**config.mk**
```make
export PLATFORM = sky130hd
export DESIGN_NAME = cordic_descale_flat
export DESIGN_NICKNAME = d
export VERILOG_FILES = /design/src/rtl/cordic_descale_if.sv /design/src/rtl/cordic_descale.sv /design/src/flat_wrapper.sv
export SDC_FILE = /design/constraint.sdc
export NUM_CORES = 1
export LEC_CHECK = 0
export BUFFER_PORTS_ARGS = -buffer_cell sky130_fd_sc_hd__buf_2
export CORE_ASPECT_RATIO = 1.5
export CORE_MARGIN = 3
export CORE_UTILIZATION = 60
export DETAILED_ROUTE_END_ITERATION = 8
export PLACE_DENSITY = 0.78
export SYNTH_ARGS = -nofsm -noshare
export SYNTH_HDL_FRONTEND = slang
export SYNTH_SLANG_ARGS = --single-unit
export TNS_END_PERCENT = 100
```
**constraint.sdc**
```tcl
create_clock -name clock -period 3.1 [get_ports clock]
set_clock_uncertainty 0.2 [all_clocks]
set_input_delay 0.465 -clock clock [delete_from_list [all_inputs] [get_ports clock]]
set_output_delay 0.465 -clock clock [all_outputs]
set_load 0.03 [all_outputs]
```
**src/rtl/cordic_descale_if.sv**
```systemverilog
// -----------------------------------------------------------------------------
// cordic_descale_if
//   Groups the input and output valid/ready channels of cordic_descale.
//
//   Signals:
//     in_valid   producer -> block   input sample present
//     in_ready   block -> producer   block accepts a sample this cycle
//     in_value   producer -> block   signed Q4.8 sample
//     in_id      producer -> block   tag carried with in_value
//     out_valid  block -> consumer   out_value/out_id valid
//     out_ready  consumer -> block   consumer accepts output this cycle
//     out_value  block -> consumer   signed Q4.8 descaled sample
//     out_id     block -> consumer   tag of the sample on out_value
//
//   Modports:
//     master  the environment around the block (drives in_*, out_ready)
//     slave   the block itself (drives in_ready, out_*)
// -----------------------------------------------------------------------------
interface cordic_descale_if #(
  parameter int ID_WIDTH = 8
);
  logic                in_valid;
  logic                in_ready;
  logic [11:0]         in_value;
  logic [ID_WIDTH-1:0] in_id;
  logic                out_valid;
  logic                out_ready;
  logic [11:0]         out_value;
  logic [ID_WIDTH-1:0] out_id;

  modport master (
    output in_valid,
    output in_value,
    output in_id,
    output out_ready,
    input  in_ready,
    input  out_valid,
    input  out_value,
    input  out_id
  );

  modport slave (
    input  in_valid,
    input  in_value,
    input  in_id,
    input  out_ready,
    output in_ready,
    output out_valid,
    output out_value,
    output out_id
  );
endinterface

```
**src/rtl/cordic_descale.sv**
```systemverilog
// -----------------------------------------------------------------------------
// cordic_descale
//   Inverse CORDIC gain compensation. Multiplies a signed Q4.8 sample by
//   approximately 1/K = 0.6072529 using a multiplier-free shift-add pipeline:
//     y = x/2 + x/8 - x/64 - x/512 - x/8192   (effective gain 0.6072998)
//   Seven register stages S0..S6, one sample per cycle, latency 6 edges.
//   The whole pipeline advances together whenever the output register is
//   empty or being drained, so a stalled output freezes every stage.
//
//   Parameters:
//     ID_WIDTH  width of the tag travelling with each sample
//     GUARD     extra fractional bits in the accumulator (must be >= 8)
//
//   Ports:
//     clock    rising-edge clock
//     reset_n  asynchronous active-low reset, clears all stages
//     bus      cordic_descale_if.slave: in_* / out_* valid-ready channels
//     busy     high while any stage holds a valid sample
//
//   Build option:
//     DESCALE_ROUND_EN  when defined, the output stage rounds half toward
//                       +inf; otherwise it floors (truncates toward -inf).
//                       Latency and handshake are the same in both builds.
// -----------------------------------------------------------------------------
module cordic_descale #(
  parameter int ID_WIDTH = 8,
  parameter int GUARD    = 8
) (
  input  logic            clock,
  input  logic            reset_n,
  cordic_descale_if.slave bus,
  output logic            busy
);

  // Accumulator width: 12-bit sample, GUARD fraction bits, 4 bits headroom.
  localparam int XW    = 12 + GUARD + 4;
  localparam int LAST  = 6;   // index of the output stage
  localparam int NTERM = 5;   // shift-add terms, applied in S1..S5

  logic                  adv;
  logic                  accept;
  logic signed [XW-1:0]  x_in;

  // Per-stage state. x is only needed up to the last term stage's input
  // (S4), acc up to S5; S6 holds only the final value and the tag.
  logic [LAST:0]         valid_reg;
  logic [ID_WIDTH-1:0]   id_reg   [LAST+1];
  logic signed [XW-1:0]  x_reg    [NTERM];
  logic signed [XW-1:0]  acc_reg  [NTERM+1];
  logic [11:0]           value_reg;

  logic signed [XW-1:0]  acc_next [NTERM+1];
  logic [11:0]           value_next;

  // The pipeline moves only as a whole: it may advance when the output
  // register is empty or is being taken this cycle.
  assign adv    = ~valid_reg[LAST] | bus.out_ready;
  assign accept = bus.in_valid & adv;

  // Sign-extend the Q4.8 sample and append GUARD zero fraction bits.
  assign x_in = {{4{bus.in_value[11]}}, bus.in_value, {GUARD{1'b0}}};

  // S0 starts every sample with an empty accumulator.
  assign acc_next[0] = '0;

  // One shift-add term per stage S1..S5. Shifts are arithmetic, so every
  // term floors toward -inf exactly as the reference gain assumes.
  generate
    for (genvar gi = 1; gi <= NTERM; gi++) begin : g_term
      localparam int SH  = (gi == 1) ? 1 :
                           (gi == 2) ? 3 :
                           (gi == 3) ? 6 :
                           (gi == 4) ? 9 : 13;
      localparam bit NEG = (gi >= 3);

      if (NEG) begin : g_sub
        assign acc_next[gi] = acc_reg[gi-1] - (x_reg[gi-1] >>> SH);
      end else begin : g_add
        assign acc_next[gi] = acc_reg[gi-1] + (x_reg[gi-1] >>> SH);
      end
    end
  endgenerate

  // Output stage: drop the guard bits. |1/K| < 1 so the result always fits
  // in 12 bits and the upper bits can simply be discarded.
`ifdef DESCALE_ROUND_EN
  localparam logic signed [XW-1:0] HALF =
    {{(XW-GUARD){1'b0}}, 1'b1, {(GUARD-1){1'b0}}};
  assign value_next = 12'((acc_reg[NTERM] + HALF) >>> GUARD);
`else
  assign value_next = 12'(acc_reg[NTERM] >>> GUARD);
`endif

  always_ff @(posedge clock or negedge reset_n) begin
    if (!reset_n) begin
      valid_reg <= '0;
      value_reg <= '0;
      for (int i = 0; i <= LAST; i++) begin
        id_reg[i] <= '0;
      end
      for (int i = 0; i < NTERM; i++) begin
        x_reg[i] <= '0;
      end
      for (int i = 0; i <= NTERM; i++) begin
        acc_reg[i] <= '0;
      end
    end else if (adv) begin
      // Bubbles travel as valid=0; data of invalid stages is don't-care.
      valid_reg <= {valid_reg[LAST-1:0], accept};
      id_reg[0] <= bus.in_id;
      for (int i = 1; i <= LAST; i++) begin
        id_reg[i] <= id_reg[i-1];
      end
      x_reg[0] <= x_in;
      for (int i = 1; i < NTERM; i++) begin
        x_reg[i] <= x_reg[i-1];
      end
      for (int i = 0; i <= NTERM; i++) begin
        acc_reg[i] <= acc_next[i];
      end
      value_reg <= value_next;
    end
  end

  assign bus.in_ready  = adv;
  assign bus.out_valid = valid_reg[LAST];
  assign bus.out_value = value_reg;
  assign bus.out_id    = id_reg[LAST];
  assign busy          = |valid_reg;

endmodule

```
**src/flat_wrapper.sv**
```systemverilog
// flat-port wrapper written by rule: the top's interface ports become plain ports
module cordic_descale_flat 
#(
  parameter int ID_WIDTH = 8,
  parameter int GUARD    = 8
)
  (clock, reset_n, busy, bus_in_valid, bus_in_value, bus_in_id, bus_out_ready, bus_in_ready, bus_out_valid, bus_out_value, bus_out_id);
  cordic_descale_if #(.ID_WIDTH(ID_WIDTH)) bus_i ();
  input  logic clock;
  input  logic reset_n;
  output logic busy;
  input wire logic [$bits(bus_i.in_valid)-1:0] bus_in_valid;
  input wire logic [$bits(bus_i.in_value)-1:0] bus_in_value;
  input wire logic [$bits(bus_i.in_id)-1:0] bus_in_id;
  input wire logic [$bits(bus_i.out_ready)-1:0] bus_out_ready;
  output wire logic [$bits(bus_i.in_ready)-1:0] bus_in_ready;
  output wire logic [$bits(bus_i.out_valid)-1:0] bus_out_valid;
  output wire logic [$bits(bus_i.out_value)-1:0] bus_out_value;
  output wire logic [$bits(bus_i.out_id)-1:0] bus_out_id;
  assign bus_i.in_valid = bus_in_valid;
  assign bus_i.in_value = bus_in_value;
  assign bus_i.in_id = bus_in_id;
  assign bus_i.out_ready = bus_out_ready;
  assign bus_in_ready = bus_i.in_ready;
  assign bus_out_valid = bus_i.out_valid;
  assign bus_out_value = bus_i.out_value;
  assign bus_out_id = bus_i.out_id;
  cordic_descale #(.ID_WIDTH(ID_WIDTH), .GUARD(GUARD)) u_core (.clock(clock), .reset_n(reset_n), .bus(bus_i), .busy(busy));
endmodule
```
==> qor.txt <==
max-cap violations: 0
Worst-Margin Slew: 890.7 ps
final worst slack: 304.4 ps
total grt overflow: 0
Avg Cell Area, Syn: 8.733 sq um
Post-CTS Setup Repair Bufs: 0
max reg flops: 62
r2r endpoint: u_core.acc_reg[19]$_DFFE_PN0N_
Final #Nets: 1247
synthesized instance count: 1138
Vias/cell: 5.513
Num CTS Buffers: 17
post-synthesis sequential area ratio: 48.09%
worst min path class: in -> reg
CTS sink cnt: 191
Root Driver: clkbuf_16
met3 GRT Util: 3.929%
Slew HR: 40.62%
Synth top area share: 48.09%
worst path arrival time: 2970 ps
leading cell type in the layout, fill and taps excluded: nand2_1
met2 Use GR: 42.32%
crit path kind: reg -> reg
total number of vias: 7602
PortBufs: 46
Final Hold Fails: 0
vias in the first global route: 7436
worst hold start: bus_in_id[2]
Tmin final: 2796 ps
Syn. warnings: 0
Critical Path Start Type: flop
share of cells above drive strength 1: 9.122%
worst flop-to-flop path startpoint: u_core.x_reg[19]$_DFFE_PN0N_
Top FF cell, synth: dfrtp_1
Setup Viol. Count Final: 0
WP buf/inv: 1
R2R setup slack: 300 ps
die area: 18180 sq um
Cell Chain, Critical Path: inv_1 -> ha_1 -> a21o_1 -> a21oi_1 -> o21ai_0 -> a221oi_2 -> o21ai_2 -> or4_1 -> nand3_1
Core ar.: 16190 sq um
Worst setup EP type: flop
FILL cells: 1320
num rows: 57
Hold Path End: u_core.id_reg[50]$_DFFE_PN0N_
Starting DRT DRC Count: 336
RSZ-0062 raised after global routing: false
f_max: 0.3577 GHz
CTS tree: built
total track usage: 22.93%
highest-count cells in the layout ignoring fill and taps: 381 x nand2_1, 191 x dfrtp_1, 72 x a21oi_1, 70 x o21ai_0, 62 x ha_1
largest stage delay on the critical path: 470 ps
DRT Pass-1 Iters: 5
largest delay contributor family on the critical path: compound AO/OA/AOI/OAI gates
Min-Delay Path Depth: 3
htree depth: 4
register bit total from synthesis: 191
synth-to-layout area growth: 10.10%
global routing usage on met1: 26.77%
syn nets: 1225
RePlAce Congestion: 0.8691
Mapped Area: 9938 sq um
DR WL/cell: 14.11 um
Post-synth EDFFs: 0
Detail Route Antenna Nets: 0
setup_tns: 0 ps
crit-path max FO: 10
initial antenna violation count: 0
required time worst endpoint: 3270 ps
status: finished, final reports clean
post-detail-place hpwl: 13290 um
Yosys cell types: 69
largest net degree at the start of global routing: 205
DR DRC count: 0
r2r worst-path depth: 9
Clock Path Buffers: 2
post-layout util: 67.59%
pre-CTS setup slack: 307.6 ps
synth top area cells: dfrtp_1 48%, nand2_1 14%, ha_1 7.8%
Synth area leader: dfrtp_1
Max Slew Vio Count: 0
Hold WS: 26.36 ps
GR peak layer: met2
first-pass GRT wire length: 34330 um
final wirelength: 19460 um
number of antenna repair diodes: 0
clock latency on the worst-skew pair: 430 ps
Slowest-stage cell, CP: or4_1
Starting Density: 61.39%
Die H: 163.6 um
Synth async-reset ratio: 100.0%
DIE WIDTH: 111.1 um
Ports: 47
Worst-path clk slew: 70 ps
final period utilization: 90.18%
-- repair_timing --
action	CTS	global route
resized for setup	0	0
hold endpoints to repair	69	0
endpoints found under the setup margin	0	0
hold buffers	5	0
-- cells in the mapped netlist, types with 5 or more instances --
library cell	n
xnor2_1	25
o21ai_1	5
nand3_1	17
o21ai_0	70
ha_1	62
nand2_1	381
clkbuf_1	37
dfrtp_1	191
xor2_1	14
nor3b_1	8
nor3_1	12
nand4_1	7
nor2_1	50
o31ai_1	8
a21oi_1	72
o21bai_1	6
buf_4	8
a21o_1	17
buf_1	7
nand2b_1	7
inv_1	45
o21a_1	8
-- logic make-up after synthesis --
family          Yosys count  share of synthesized area, %
xor+xnor                 39                         3.437
mux                       2                        0.2140
flops                   191                         48.09
fa+ha+maj                63                         8.007
simple gates            515                         21.75
buf+inv                 103                         4.255
compound gates          225                         14.24
-- area by class of cell --
cell class / count / area [sq um] / share of cell area [%]
sequential: 191 / 4780 / 43.68
multi-input combinational: 844 / 4743 / 43.35
clock buffer: 18 / 429.2 / 3.922
timing repair buffer: 60 / 381.6 / 3.488
tap: 206 / 257.7 / 2.356
inverter: 46 / 177.7 / 1.624
clock inverter: 14 / 172.7 / 1.578
-- worst reg2reg max path: cells and delay by family, from the launching register on --
family                   cells  cell delay (ps)
AO/OA/AOI/OAI                5              960
buffers and inverters        1              260
AND/OR/NAND/NOR              2              550
flip-flops                   1              400
adder cells (fa/ha/maj)      1              380
-- per-stage QoR --
step                cells  cell area, sq um
floorplan            1138              9938
global placement     1342             10290
detailed placement   1342             10290
CTS                  1379             10940
global route         1379             10940
finish               1379             10940
-- layer usage --
layer,vias to the layer above,routed length (um)
li1,3848,-
met1,3629,7943
met5,-,0
met4,0,446
met3,34,434
met2,91,10640
-- worst max path at each step --
stage                                            start  slack, ps                              to  cells after the start
after floorplan           u_core.x_reg[19]$_DFFE_PN0N_        540  u_core.acc_reg[19]$_DFFE_PN0N_                      9
after CTS                 u_core.x_reg[19]$_DFFE_PN0N_        300  u_core.acc_reg[19]$_DFFE_PN0N_                      9
after global placement    u_core.x_reg[19]$_DFFE_PN0N_        370  u_core.acc_reg[19]$_DFFE_PN0N_                      9
final                     u_core.x_reg[19]$_DFFE_PN0N_        300  u_core.acc_reg[19]$_DFFE_PN0N_                      9
after global routing      u_core.x_reg[19]$_DFFE_PN0N_        160  u_core.acc_reg[19]$_DFFE_PN0N_                      9
after detailed placement  u_core.x_reg[19]$_DFFE_PN0N_        310  u_core.acc_reg[19]$_DFFE_PN0N_                      9
Power is not shown: default switching activity piles up to over one toggle a cycle in this logic, so the estimate is an artifact.
